===== src/rtl/cska_pkg.sv =====
`default_nettype none
// ============================================================================
// Module      : cska_pkg
// Description : Shared types and constants for the sequential carry-skip
//               adder controller and its 4-bit adder slice.
// Revision    : 1.0 - initial release
// ============================================================================
package cska_pkg;

  // Width of the reused adder slice; operands are processed one slice per clock.
  localparam int NIBBLE_W = 4;

  // Controller states; encoding 2'd3 is unused and recovers to IDLE.
  typedef enum logic [1:0] {
    IDLE = 2'd0,
    RUN  = 2'd1,
    DONE = 2'd2
  } state_e;

endpackage : cska_pkg
`default_nettype wire


===== src/rtl/carry_skip_adder.sv =====
`default_nettype none
// ============================================================================
// Module      : carry_skip_adder
// Description : Purely combinational 4-bit carry-skip adder slice. When every
//               bit propagates, the carry-in bypasses the ripple chain.
// Revision    : 1.0 - initial release
// ============================================================================
module carry_skip_adder
  import cska_pkg::*;
(
  output logic [NIBBLE_W-1:0] sum,
  output logic                carry,
  input  logic [NIBBLE_W-1:0] a,
  input  logic [NIBBLE_W-1:0] b,
  input  logic                cin
);

  logic [NIBBLE_W-1:0] prop;
  logic [NIBBLE_W-1:0] gen;
  logic [NIBBLE_W:0]   rip;

  // Ripple chain for the sum bits, skip mux for the slice carry-out.
  always_comb begin
    prop   = a ^ b;
    gen    = a & b;
    rip    = '0;
    rip[0] = cin;
    for (int i = 0; i < NIBBLE_W; i++) begin
      rip[i+1] = gen[i] | (prop[i] & rip[i]);
    end
    sum   = prop ^ rip[NIBBLE_W-1:0];
    carry = (&prop) ? cin : rip[NIBBLE_W];
  end

endmodule : carry_skip_adder
`default_nettype wire


===== src/rtl/cska_seq_add_ctrl.sv =====
`default_nettype none
// ============================================================================
// Module      : cska_seq_add_ctrl
// Description : Performs one WIDTH-bit addition by stepping a single 4-bit
//               carry-skip slice across the operands, LSB nibble first, with
//               valid/ready handshakes on both the operand and result sides.
// Revision    : 1.0 - initial release
// ============================================================================
module cska_seq_add_ctrl
  import cska_pkg::*;
#(
  parameter int WIDTH = 16
) (
  input  logic             clk,
  input  logic             rst_n,
  input  logic             in_valid,
  output logic             in_ready,
  input  logic [WIDTH-1:0] a,
  input  logic [WIDTH-1:0] b,
  input  logic             cin,
  output logic             out_valid,
  input  logic             out_ready,
  output logic [WIDTH-1:0] sum,
  output logic             cout,
  output logic             busy
);

  localparam int                NIBBLES  = WIDTH / NIBBLE_W;
  localparam int                IDX_W    = $clog2(NIBBLES);
  localparam logic [IDX_W-1:0]  LAST_IDX = IDX_W'(NIBBLES - 1);

  state_e                state_q, state_d;
  logic [IDX_W-1:0]      idx_q,   idx_d;
  logic [WIDTH-1:0]      a_q,     a_d;
  logic [WIDTH-1:0]      b_q,     b_d;
  logic [WIDTH-1:0]      sum_q,   sum_d;
  logic                  carry_q, carry_d;
  logic                  cout_q,  cout_d;

  logic [NIBBLE_W-1:0]   slice_a;
  logic [NIBBLE_W-1:0]   slice_b;
  logic [NIBBLE_W-1:0]   slice_sum;
  logic                  slice_carry;

  // The slice always sees the nibble selected by the step counter.
  assign slice_a = a_q[idx_q*NIBBLE_W +: NIBBLE_W];
  assign slice_b = b_q[idx_q*NIBBLE_W +: NIBBLE_W];

  carry_skip_adder u_slice (slice_sum, slice_carry, slice_a, slice_b, carry_q);

  // Next-state logic: accept in IDLE, one nibble per clock in RUN, hold in DONE.
  always_comb begin
    state_d = state_q;
    idx_d   = idx_q;
    a_d     = a_q;
    b_d     = b_q;
    sum_d   = sum_q;
    carry_d = carry_q;
    cout_d  = cout_q;
    case (state_q)
      IDLE: begin
        if (in_valid) begin
          a_d     = a;
          b_d     = b;
          carry_d = cin;
          idx_d   = '0;
          state_d = RUN;
        end
      end
      RUN: begin
        sum_d[idx_q*NIBBLE_W +: NIBBLE_W] = slice_sum;
        carry_d = slice_carry;
        if (idx_q == LAST_IDX) begin
          cout_d  = slice_carry;
          idx_d   = '0;
          state_d = DONE;
        end else begin
          idx_d = idx_q + IDX_W'(1);
        end
      end
      DONE: begin
        // Returning to IDLE first means no accept can share the handshake cycle.
        if (out_ready) begin
          state_d = IDLE;
        end
      end
      default: begin
        idx_d   = '0;
        state_d = IDLE;
      end
    endcase
  end

  // State and datapath registers; reset discards any operation in flight.
  always_ff @(posedge clk or negedge rst_n) begin
    if (!rst_n) begin
      state_q <= IDLE;
      idx_q   <= '0;
      a_q     <= '0;
      b_q     <= '0;
      sum_q   <= '0;
      carry_q <= 1'b0;
      cout_q  <= 1'b0;
    end else begin
      state_q <= state_d;
      idx_q   <= idx_d;
      a_q     <= a_d;
      b_q     <= b_d;
      sum_q   <= sum_d;
      carry_q <= carry_d;
      cout_q  <= cout_d;
    end
  end

  assign in_ready  = (state_q == IDLE);
  assign out_valid = (state_q == DONE);
  assign busy      = (state_q == RUN) || (state_q == DONE);
  assign sum       = sum_q;
  assign cout      = cout_q;

endmodule : cska_seq_add_ctrl
`default_nettype wire


===== config.mk =====
export PLATFORM = sky130hd
export DESIGN_NAME = cska_seq_add_ctrl
export DESIGN_NICKNAME = d
export VERILOG_FILES = /design/src/rtl/cska_pkg.sv /design/src/rtl/carry_skip_adder.sv /design/src/rtl/cska_seq_add_ctrl.sv
export SDC_FILE = /design/constraint.sdc
export NUM_CORES = 1
export LEC_CHECK = 0
export BUFFER_PORTS_ARGS = -buffer_cell sky130_fd_sc_hd__buf_2
export CAP_MARGIN = 40
export CORE_MARGIN = 2
export CORE_UTILIZATION = 55
export DETAILED_ROUTE_END_ITERATION = 7
export PLACE_DENSITY = 0.81
export SLEW_MARGIN = 0
export SYNTH_ARGS = -nofsm -noshare
export SYNTH_HDL_FRONTEND = slang
export SYNTH_SLANG_ARGS = --single-unit

===== constraint.sdc =====
create_clock -name clk -period 5.9 [get_ports clk]
set_input_delay 1.77 -clock clk [delete_from_list [all_inputs] [get_ports clk]]
set_output_delay 1.77 -clock clk [all_outputs]
set_load 0.005 [all_outputs]

==> results of run 1 <==
## flip-flops by register name, summed over array words and instances, names as in the netlist
| signal | count |
|---|---|
| a_q | 16 |
| b_q | 16 |
| sum | 16 |
| idx_q | 2 |
| state_q | 2 |
| carry_q | 1 |
| cout | 1 |
## final timing paths
| check | slack [ps] | start | cells past startpoint | end |
|---|---|---|---|---|
| worst max-delay path | 2640 | idx_q[0] | 9 | carry_q |
| worst min-delay path | 480 | sum[0] | 2 | sum[0] |
| worst max register to register | 2640 | idx_q[0] | 9 | carry_q |
| worst min register to register | 480 | sum[0] | 2 | sum[0] |
| max in group asynchronous | 3870 | rst_n | 2 | a_q[9] |
| min in group asynchronous | 1560 | rst_n | 2 | state_q[1] |
## stage by stage
step                      utilization  std cells  power (W)
final                           0.655        314    0.00170
after global routing            0.655        314    0.00183
after detailed placement        0.632        306    0.00147
after global placement          0.632        306    0.00143
after CTS                       0.655        314    0.00172
after floorplan                     -        201    0.00123
## metal layers
layer  vias up  wire [um]  GRT usage
met1       855       2060      0.232
met5         -          0          0
met4         0         58     0.0606
li1        834          -          -
met2        46       2370      0.333
met3         6        235     0.0590
## where the power goes
group | switching (W) | total, W | internal (W) | leakage (nW)
combinational | 0.000407 | 0.000813 | 0.000407 | 0.763
sequential | 0.000110 | 0.000642 | 0.000532 | 0.670
clock | 0.000117 | 0.000244 | 0.000127 | 0.0514
total | 0.000634 | 0.00170 | 0.00107 | 1.48
## cells by family after synthesis
| group | count (synthesis) | synth area share |
|---|---|---|
| DFF | 54 | 0.510 |
| muxes | 42 | 0.221 |
| AOI/OAI and AO/OA | 24 | 0.0581 |
| buffers and inverters | 19 | 0.0345 |
| and+or+nand+nor | 45 | 0.0850 |
| adders and majority gates | 17 | 0.0916 |
## synthesized netlist by cell type, drive strengths merged, types with 2 or more instances
library cell   n
a22o           4
a31oi          5
and3           2
buf            6
dfrtp         54
fa             4
ha            13
inv           12
mux2          33
mux4           8
nand2         22
nand2b         4
nand3          2
nor2           3
nor2b          2
nor3           2
nor3b          2
o21ai          9
o31ai          4
## critical path: stages (launching register included)
cell and delay (ps):
dfrtp_1 800, mux4_1 700, fa_1 420, inv_1 80, fa_1 170, fa_1 170
inv_1 50, fa_1 370, nor4b_1 290, nor3_1 90
## layout make-up
| cell class | instances | area [sq um] |
|---|---|---|
| clock buffers | 6 | 72.6 |
| clock inverters | 2 | 37.5 |
| fillers | 372 | 1620 |
| inverters | 12 | 45.0 |
| multi-input cells | 128 | 1210 |
| flip-flops and latches | 54 | 1350 |
| well taps | 54 | 67.6 |
| repair buffers | 58 | 295 |
==> results_dict.tcl, run 1 <==
set metrics [dict create \
    n_antenna_cell 0 \
    cts-buffers-inserted 5 \
    fin_crit_ps 3260 \
    routed_wl_um 4720 \
    rsz0062_at_grt "false" \
    postCtsSetupBuffers 0 \
    overflow 0 \
    io_pins 57 \
    drv_cap 0 \
    drcViolationCount 0 \
    finalMaxSlewViolations 0 \
    power_density_mw_per_mm2 553 \
    die_w_um 73.4 \
    synth_flop_cell "dfrtp_1" \
    wire_per_inst_um 15.0 \
    crit_type "reg2reg" \
    place_congestion 0.785 \
    fin_crit_sh 0.552 \
    avgSynthCellArea_sq_um 13.2 \
    synth_edf_count 0 \
    syn-num-nets 255 \
    cts_tree "built" \
    drtAntennaViolNets 0 \
    cp-start-kind "flop" \
    ys_seq_elements 54 \
    yosysTopAreaCellShare 0.510 \
    die_y_um 73.4 \
    grtUsageTotal 0.193 \
    synthDistinctLibCells 31 \
    setup_viol 0 \
    place_area_sq_mm 0.00297 \
    start_util 0.565 \
    final_nets 313 \
    synth.area.top_cells "dfrtp_1 (51%), mux2_2 (14%), ha_1 (6.1%)" \
    dp_hpwl_um 3480 \
    ys_warn_count 0 \
    drtIter0Drc 78 \
    hold_slack_ps 481 \
    synthCells 201 \
    holdCritPathClass "reg2reg" \
    dp_worst_setup_slack_ps 2610 \
    num_vias 1741 \
    end_kind "flop" \
    syn_area_sq_mm 0.00265 \
    cts_hold_buf 0 \
    grt_max_degree 55 \
    grt_pass1_vias 1795 \
    fmax_ghz 0.307 \
    drive_gt1_frac 0.385 \
    io_buffers 56 \
    core_sq_mm 0.00469 \
    cts-htree-levels 2 \
    cts-root-buf "clkbuf_8" \
    async_flop_share 1.00 \
    cts_resized 0 \
    final_area_sq_mm 0.00308 \
    cts.clk_slew.worst_paths_ps 90 \
    critical_path_arrival_ps 3450 \
    critPathRequiredTime_ps 6090 \
    clock-sinks 54 \
    peakVddDrop_v 0.000282 \
    grt_pass1_wl_um 7830 \
    dieArea_sq_mm 0.00539 \
    worstMarginPinSlew_ps 693 \
    layout_commonest_cell "buf_2" \
    antenna_found_initial 0 \
    tns_ps 0 \
    dr.pass1.iters 4 \
    num_rows 25 \
    clockBufferDepth 2 \
    status "complete, no violations" \
    skew_ps 3.60 \
    maxSlewHeadroom 0.538 \
    layout_common_cells "buf_2 (56), dfrtp_1 (54), mux2_2 (33)" \
    path_max_fanout 18 \
    layout_setup_ws_ps 2640 \
    hold_viol_final 0 \
    vias_per_cell 5.54 \
    syn2layout_area_growth_pct 16.1 \
    leakagePower_nw 1.48 \
    yosys.area.top_type "dfrtp_1" \
    seq_area_frac_synth 0.510 \
    clock_latency_ps 310 \
]
(Power assumes the default switching activity.)
==> run 2: changes to the inputs <==
--- a/config.mk
+++ b/config.mk
@@ -8,9 +8,9 @@
 export BUFFER_PORTS_ARGS = -buffer_cell sky130_fd_sc_hd__buf_2
 export CAP_MARGIN = 40
 export CORE_MARGIN = 2
-export CORE_UTILIZATION = 55
+export CORE_UTILIZATION = 49
 export DETAILED_ROUTE_END_ITERATION = 7
-export PLACE_DENSITY = 0.81
+export PLACE_DENSITY = 0.77
 export SLEW_MARGIN = 0
 export SYNTH_ARGS = -nofsm -noshare
 export SYNTH_HDL_FRONTEND = slang
==> constraint.sdc (replaced) <==
create_clock -name clk -period 2.7 [get_ports clk]
set_input_delay 0.81 -clock clk [delete_from_list [all_inputs] [get_ports clk]]
set_output_delay 0.81 -clock clk [all_outputs]
set_load 0.005 [all_outputs]
==> run 2 against run 1 <==
Net effect: register-to-register slack lost 2600 ps; clock skew shrank 0.52 ps; critical path depth is the same; worst hold slack lost 2.4 ps; first-iteration DRC count grew 24%; via count grew 0.29%; non-clock buffer count grew 4; final cell count grew 6.1%; setup slack lost 2600 ps; combinational power grew 140%; core utilization shrank 5.3 points; largest power group unchanged.
==> results_dict.tcl, run 2 (synthesis gave the netlist of run 1 again) <==
set metrics [dict create \
    cts-root-buf "clkbuf_8" \
    io_buffers 56 \
    crit_type "reg2reg" \
    ff2ff_setup_slack_ps 60 \
    grt_max_degree 33 \
    die_y_um 77.5 \
    peakVddDrop_v 0.000526 \
    layout_common_cells "buf_2 (56), dfrtp_1 (53), mux2_2 (33)" \
    antenna_found_initial 0 \
    status "complete, no violations" \
    dieArea_sq_mm 0.00601 \
    cts-buffers-inserted 5 \
    overflow 0 \
    final_area_sq_mm 0.00312 \
    fin_crit_ps 2640 \
    final_nets 317 \
    drv_cap 0 \
    wire_per_inst_um 15.0 \
    dr.pass1.iters 4 \
    drive_gt1_frac 0.430 \
    critPathRequiredTime_ps 2930 \
    core_sq_mm 0.00517 \
    r2r_cells 9 \
    leakagePower_nw 1.48 \
    drcViolationCount 0 \
    worstMarginPinSlew_ps 539 \
    io_pins 57 \
    num_rows 26 \
    routed_wl_um 4980 \
    clockBufferDepth 2 \
    drtIter0Drc 97 \
    layout_commonest_cell "buf_2" \
    rsz0062_at_grt "true" \
    cp-start-kind "flop" \
    syn2layout_area_growth_pct 17.7 \
    num_vias 1746 \
    fin_crit_sh 0.979 \
    end_kind "flop" \
    clock_latency_ps 300 \
    p_total_w 0.00377 \
    finalMaxSlewViolations 0 \
    cts-htree-levels 2 \
    grt_pass1_wl_um 8510 \
    cts_tree "built" \
    power_density_mw_per_mm2 1210 \
    critical_path_arrival_ps 2880 \
    start_util 0.512 \
    die_w_um 77.5 \
    place_congestion 0.816 \
    tns_ps 0 \
    n_antenna_cell 0 \
    clock-sinks 54 \
    fillers 440 \
    skew_ps 3.08 \
    hold_viol_final 0 \
    fmax_ghz 0.378 \
    setup_viol 0 \
    place_area_sq_mm 0.00303 \
    path_max_fanout 5 \
    grt_pass1_vias 1769 \
    drtAntennaViolNets 0 \
    dp_hpwl_um 3920 \
    grtUsageTotal 0.181 \
    vias_per_cell 5.24 \
    cts.clk_slew.worst_paths_ps 90 \
    holdCritPathClass "in2async" \
    maxSlewHeadroom 0.641 \
]
run 2: critical path: stages, from the launching register on:
cell and delay, ps:
dfrtp_2 440, mux4_2 550, fa_2 370, inv_2 60, fa_2 190, fa_2 190
inv_2 40, fa_2 560, nand2_1 60, o21ai_1 110
run 2: stage by stage:
step	hold WS [ps]	worst slack, ps	std cells	util
6_report	479	56.1	333	0.603
5_1_grt	504	-65.0	333	0.603
4_1_cts	486	23.5	333	0.602
3_5_place_dp	465	-14.0	326	0.587
3_3_place_gp	461	56.5	326	0.587
2_1_floorplan	470	-72.8	201	-
run 2: power breakdown:
part | switching [W] | internal, W
registers | 0.000210 | 0.00116
logic | 0.000979 | 0.000985
clock network | 0.000251 | 0.000178
run 2: timing repair:
item                                    4_1_cts  5_1_grt
hold buffers                                  0        0
cloned                                        0        0
endpoints found under the setup margin        3        5
buffers inserted                              0        0
pin swaps                                     0        3
resized for setup                             1        2
run 2: routing by layer:
layer / part of all wire / track usage
met2: 0.50 / 0.303
met4: 0.019 / 0.0625
met1: 0.42 / 0.235
met3: 0.060 / 0.0384
met5: 0 / 0
run 2: cell type report:
type | count | area [sq um] | area share
multi-input cells | 128 | 1210 | 0.390
inverters | 12 | 45.0 | 0.0144
clock inverters | 1 | 7.51 | 0.00241
flip-flops and latches | 54 | 1350 | 0.434
clock buffers | 6 | 72.6 | 0.0233
repair buffers | 62 | 338 | 0.108
well taps | 70 | 87.6 | 0.0281
run 2: final timing paths:
kind | startpoint | to
min in group clk | sum[13] | sum[13]
max | idx_q[0] | sum[3]
max reg2reg | idx_q[0] | sum[3]
min | rst_n | sum[6]
max in group asynchronous | rst_n | idx_q[0]
min reg2reg | sum[13] | sum[13]
==> run 3: changes to the inputs <==
--- a/config.mk
+++ b/config.mk
@@ -5,12 +5,13 @@
 export SDC_FILE = /design/constraint.sdc
 export NUM_CORES = 1
 export LEC_CHECK = 0
-export BUFFER_PORTS_ARGS = -buffer_cell sky130_fd_sc_hd__buf_2
 export CAP_MARGIN = 40
 export CORE_MARGIN = 2
-export CORE_UTILIZATION = 49
+export CORE_UTILIZATION = 55
+export CTS_CLUSTER_DIAMETER = 150
 export DETAILED_ROUTE_END_ITERATION = 7
-export PLACE_DENSITY = 0.77
+export DONT_BUFFER_PORTS = 1
+export PLACE_DENSITY = 0.74
 export SLEW_MARGIN = 0
 export SYNTH_ARGS = -nofsm -noshare
 export SYNTH_HDL_FRONTEND = slang
==> run 3 against run 2 <==
Net effect: sequential power about the same; final cell count is 21% lower; first-iteration DRC count up 30%; power is 0.65% higher; flip-flop and latch count did not move; clock skew is 5.4 ps higher; critical endpoint unchanged; combinational power is 6% lower; count of clock-buffer cells in the layout unchanged; wire length shrank 0.52%; fmax decreased by 1.2%.
==> results_dict.tcl, run 3 (synthesis gave the netlist of run 1 again) <==
set metrics [dict create \
    num_rows 25 \
    status "complete, no violations" \
    cts-htree-levels 2 \
    drcViolationCount 0 \
    antenna_found_initial 0 \
    p_sw_w 0.00143 \
    holdCritPathClass "in2async" \
    start_util 0.565 \
    cts-buffers-inserted 5 \
    io_pins 57 \
    leakagePower_nw 1.25 \
    p_seq_frac 0.371 \
    core_sq_mm 0.00469 \
    critPathRequiredTime_ps 2930 \
    cts_hold_buf 0 \
    grtUsageTotal 0.207 \
    drtIter0Drc 126 \
    die_w_um 73.4 \
    cts_tree "built" \
    combPwrFrac 0.488 \
    fin_util 0.606 \
    layout_setup_ws_ps 23.3 \
    clockBufferDepth 2 \
    num_vias 1577 \
    crit_type "reg2reg" \
    path_max_fanout 5 \
    clock_latency_ps 310 \
    final_nets 263 \
    critical_path_arrival_ps 2910 \
    overflow 0 \
    p_total_w 0.00379 \
    fin_cells 264 \
    grt_pass1_wl_um 8300 \
    grt_max_degree 55 \
    worstMarginPinSlew_ps 386 \
    fillers 370 \
    clock-sinks 54 \
    fin_crit_sh 0.991 \
    dp_worst_setup_slack_ps -60.5 \
    layout_common_cells "dfrtp_1 (53), mux2_2 (33), nand2_1 (22)" \
    rsz0062_at_grt "true" \
    dp_hpwl_um 3820 \
    place_congestion 0.846 \
    dr.pass1.iters 4 \
    end_kind "flop" \
    die_y_um 73.4 \
    peakVddDrop_v 0.000596 \
    maxSlewHeadroom 0.743 \
    cp-start-kind "flop" \
    drive_gt1_frac 0.286 \
    hold_viol_final 0 \
    dp_cells 254 \
    n_antenna_cell 0 \
    p_int_w 0.00237 \
    power_density_mw_per_mm2 1330 \
    wire_per_inst_um 18.8 \
    fin_crit_ps 2680 \
    drtAntennaViolNets 0 \
    vias_per_cell 5.97 \
    drv_cap 0 \
    syn2layout_area_growth_pct 7.37 \
    skew_ps 8.51 \
    finalMaxSlewViolations 0 \
    ff2ff_setup_slack_ps 20 \
    fmax_ghz 0.374 \
    cts-root-buf "clkbuf_8" \
    io_buffers 0 \
    routed_wl_um 4960 \
    p_sw_frac 0.376 \
    cts.clk_slew.worst_paths_ps 90 \
    p_clk_frac 0.141 \
    grt_pass1_vias 1734 \
    setup_viol 0 \
    layout_commonest_cell "dfrtp_1" \
    dieArea_sq_mm 0.00539 \
]
## run 3: per-stage QoR
stage	hold WS [ps]	TNS, ps	instance area (sq um)
CTS	175	0	2830
detailed placement	493	-209	2720
global route	156	-236	2840
floorplan	470	-331	2660
finish	178	0	2840
global placement	489	0	2720
## run 3: cell type report
| class | instances | area [sq um] | share of cell area |
|---|---|---|---|
| Sequential cell | 54 | 1350 | 0.476 |
| Clock inverter | 2 | 37.5 | 0.0132 |
| Inverter | 12 | 45.0 | 0.0158 |
| Tap cell | 54 | 67.6 | 0.0238 |
| Clock buffer | 6 | 72.6 | 0.0255 |
| Multi-Input combinational cell | 128 | 1210 | 0.425 |
| Timing Repair Buffer | 8 | 60.1 | 0.0211 |
## run 3: repair_timing
action,4_1_cts,5_1_grt
pin swaps,2,0
resized for setup,2,1
setup buffers,0,2
endpoints found under the setup margin,6,6
## run 3: power groups by stage
stage / sequential (W) / combinational, W / clock (W)
2_1_floorplan: 0.00132 / 0.00143 / 0
3_3_place_gp: 0.00140 / 0.00170 / 0
3_5_place_dp: 0.00143 / 0.00181 / 0
4_1_cts: 0.00141 / 0.00182 / 0.000546
5_1_grt: 0.00146 / 0.00204 / 0.000585
6_report: 0.00141 / 0.00185 / 0.000534
## run 3: final timing paths
kind,to,cells after the start,startpoint
min reg2reg,b_q[10],1,b_q[10]
min in group clk,b_q[10],1,b_q[10]
max reg2reg,sum[3],9,idx_q[0]
max in group asynchronous,sum[12],0,rst_n
min,sum[15],0,rst_n
max,sum[3],9,idx_q[0]
## run 3: critical path, stage by stage, from the launching register on
cell     delay (ps)
dfrtp_2         430
mux4_2          550
fa_2            370
inv_2            60
fa_2            190
fa_1            190
inv_2            40
fa_2            560
nand2_1          60
o21ai_1         130
## run 3: routing by layer
metal  part of all wire  vias to the layer above  global-route usage
met2               0.55                       45               0.369
met3              0.057                        7              0.0658
met5                  0                        -                   0
li1                   -                      732                   -
met4              0.014                        0              0.0626
met1               0.38                      793               0.237
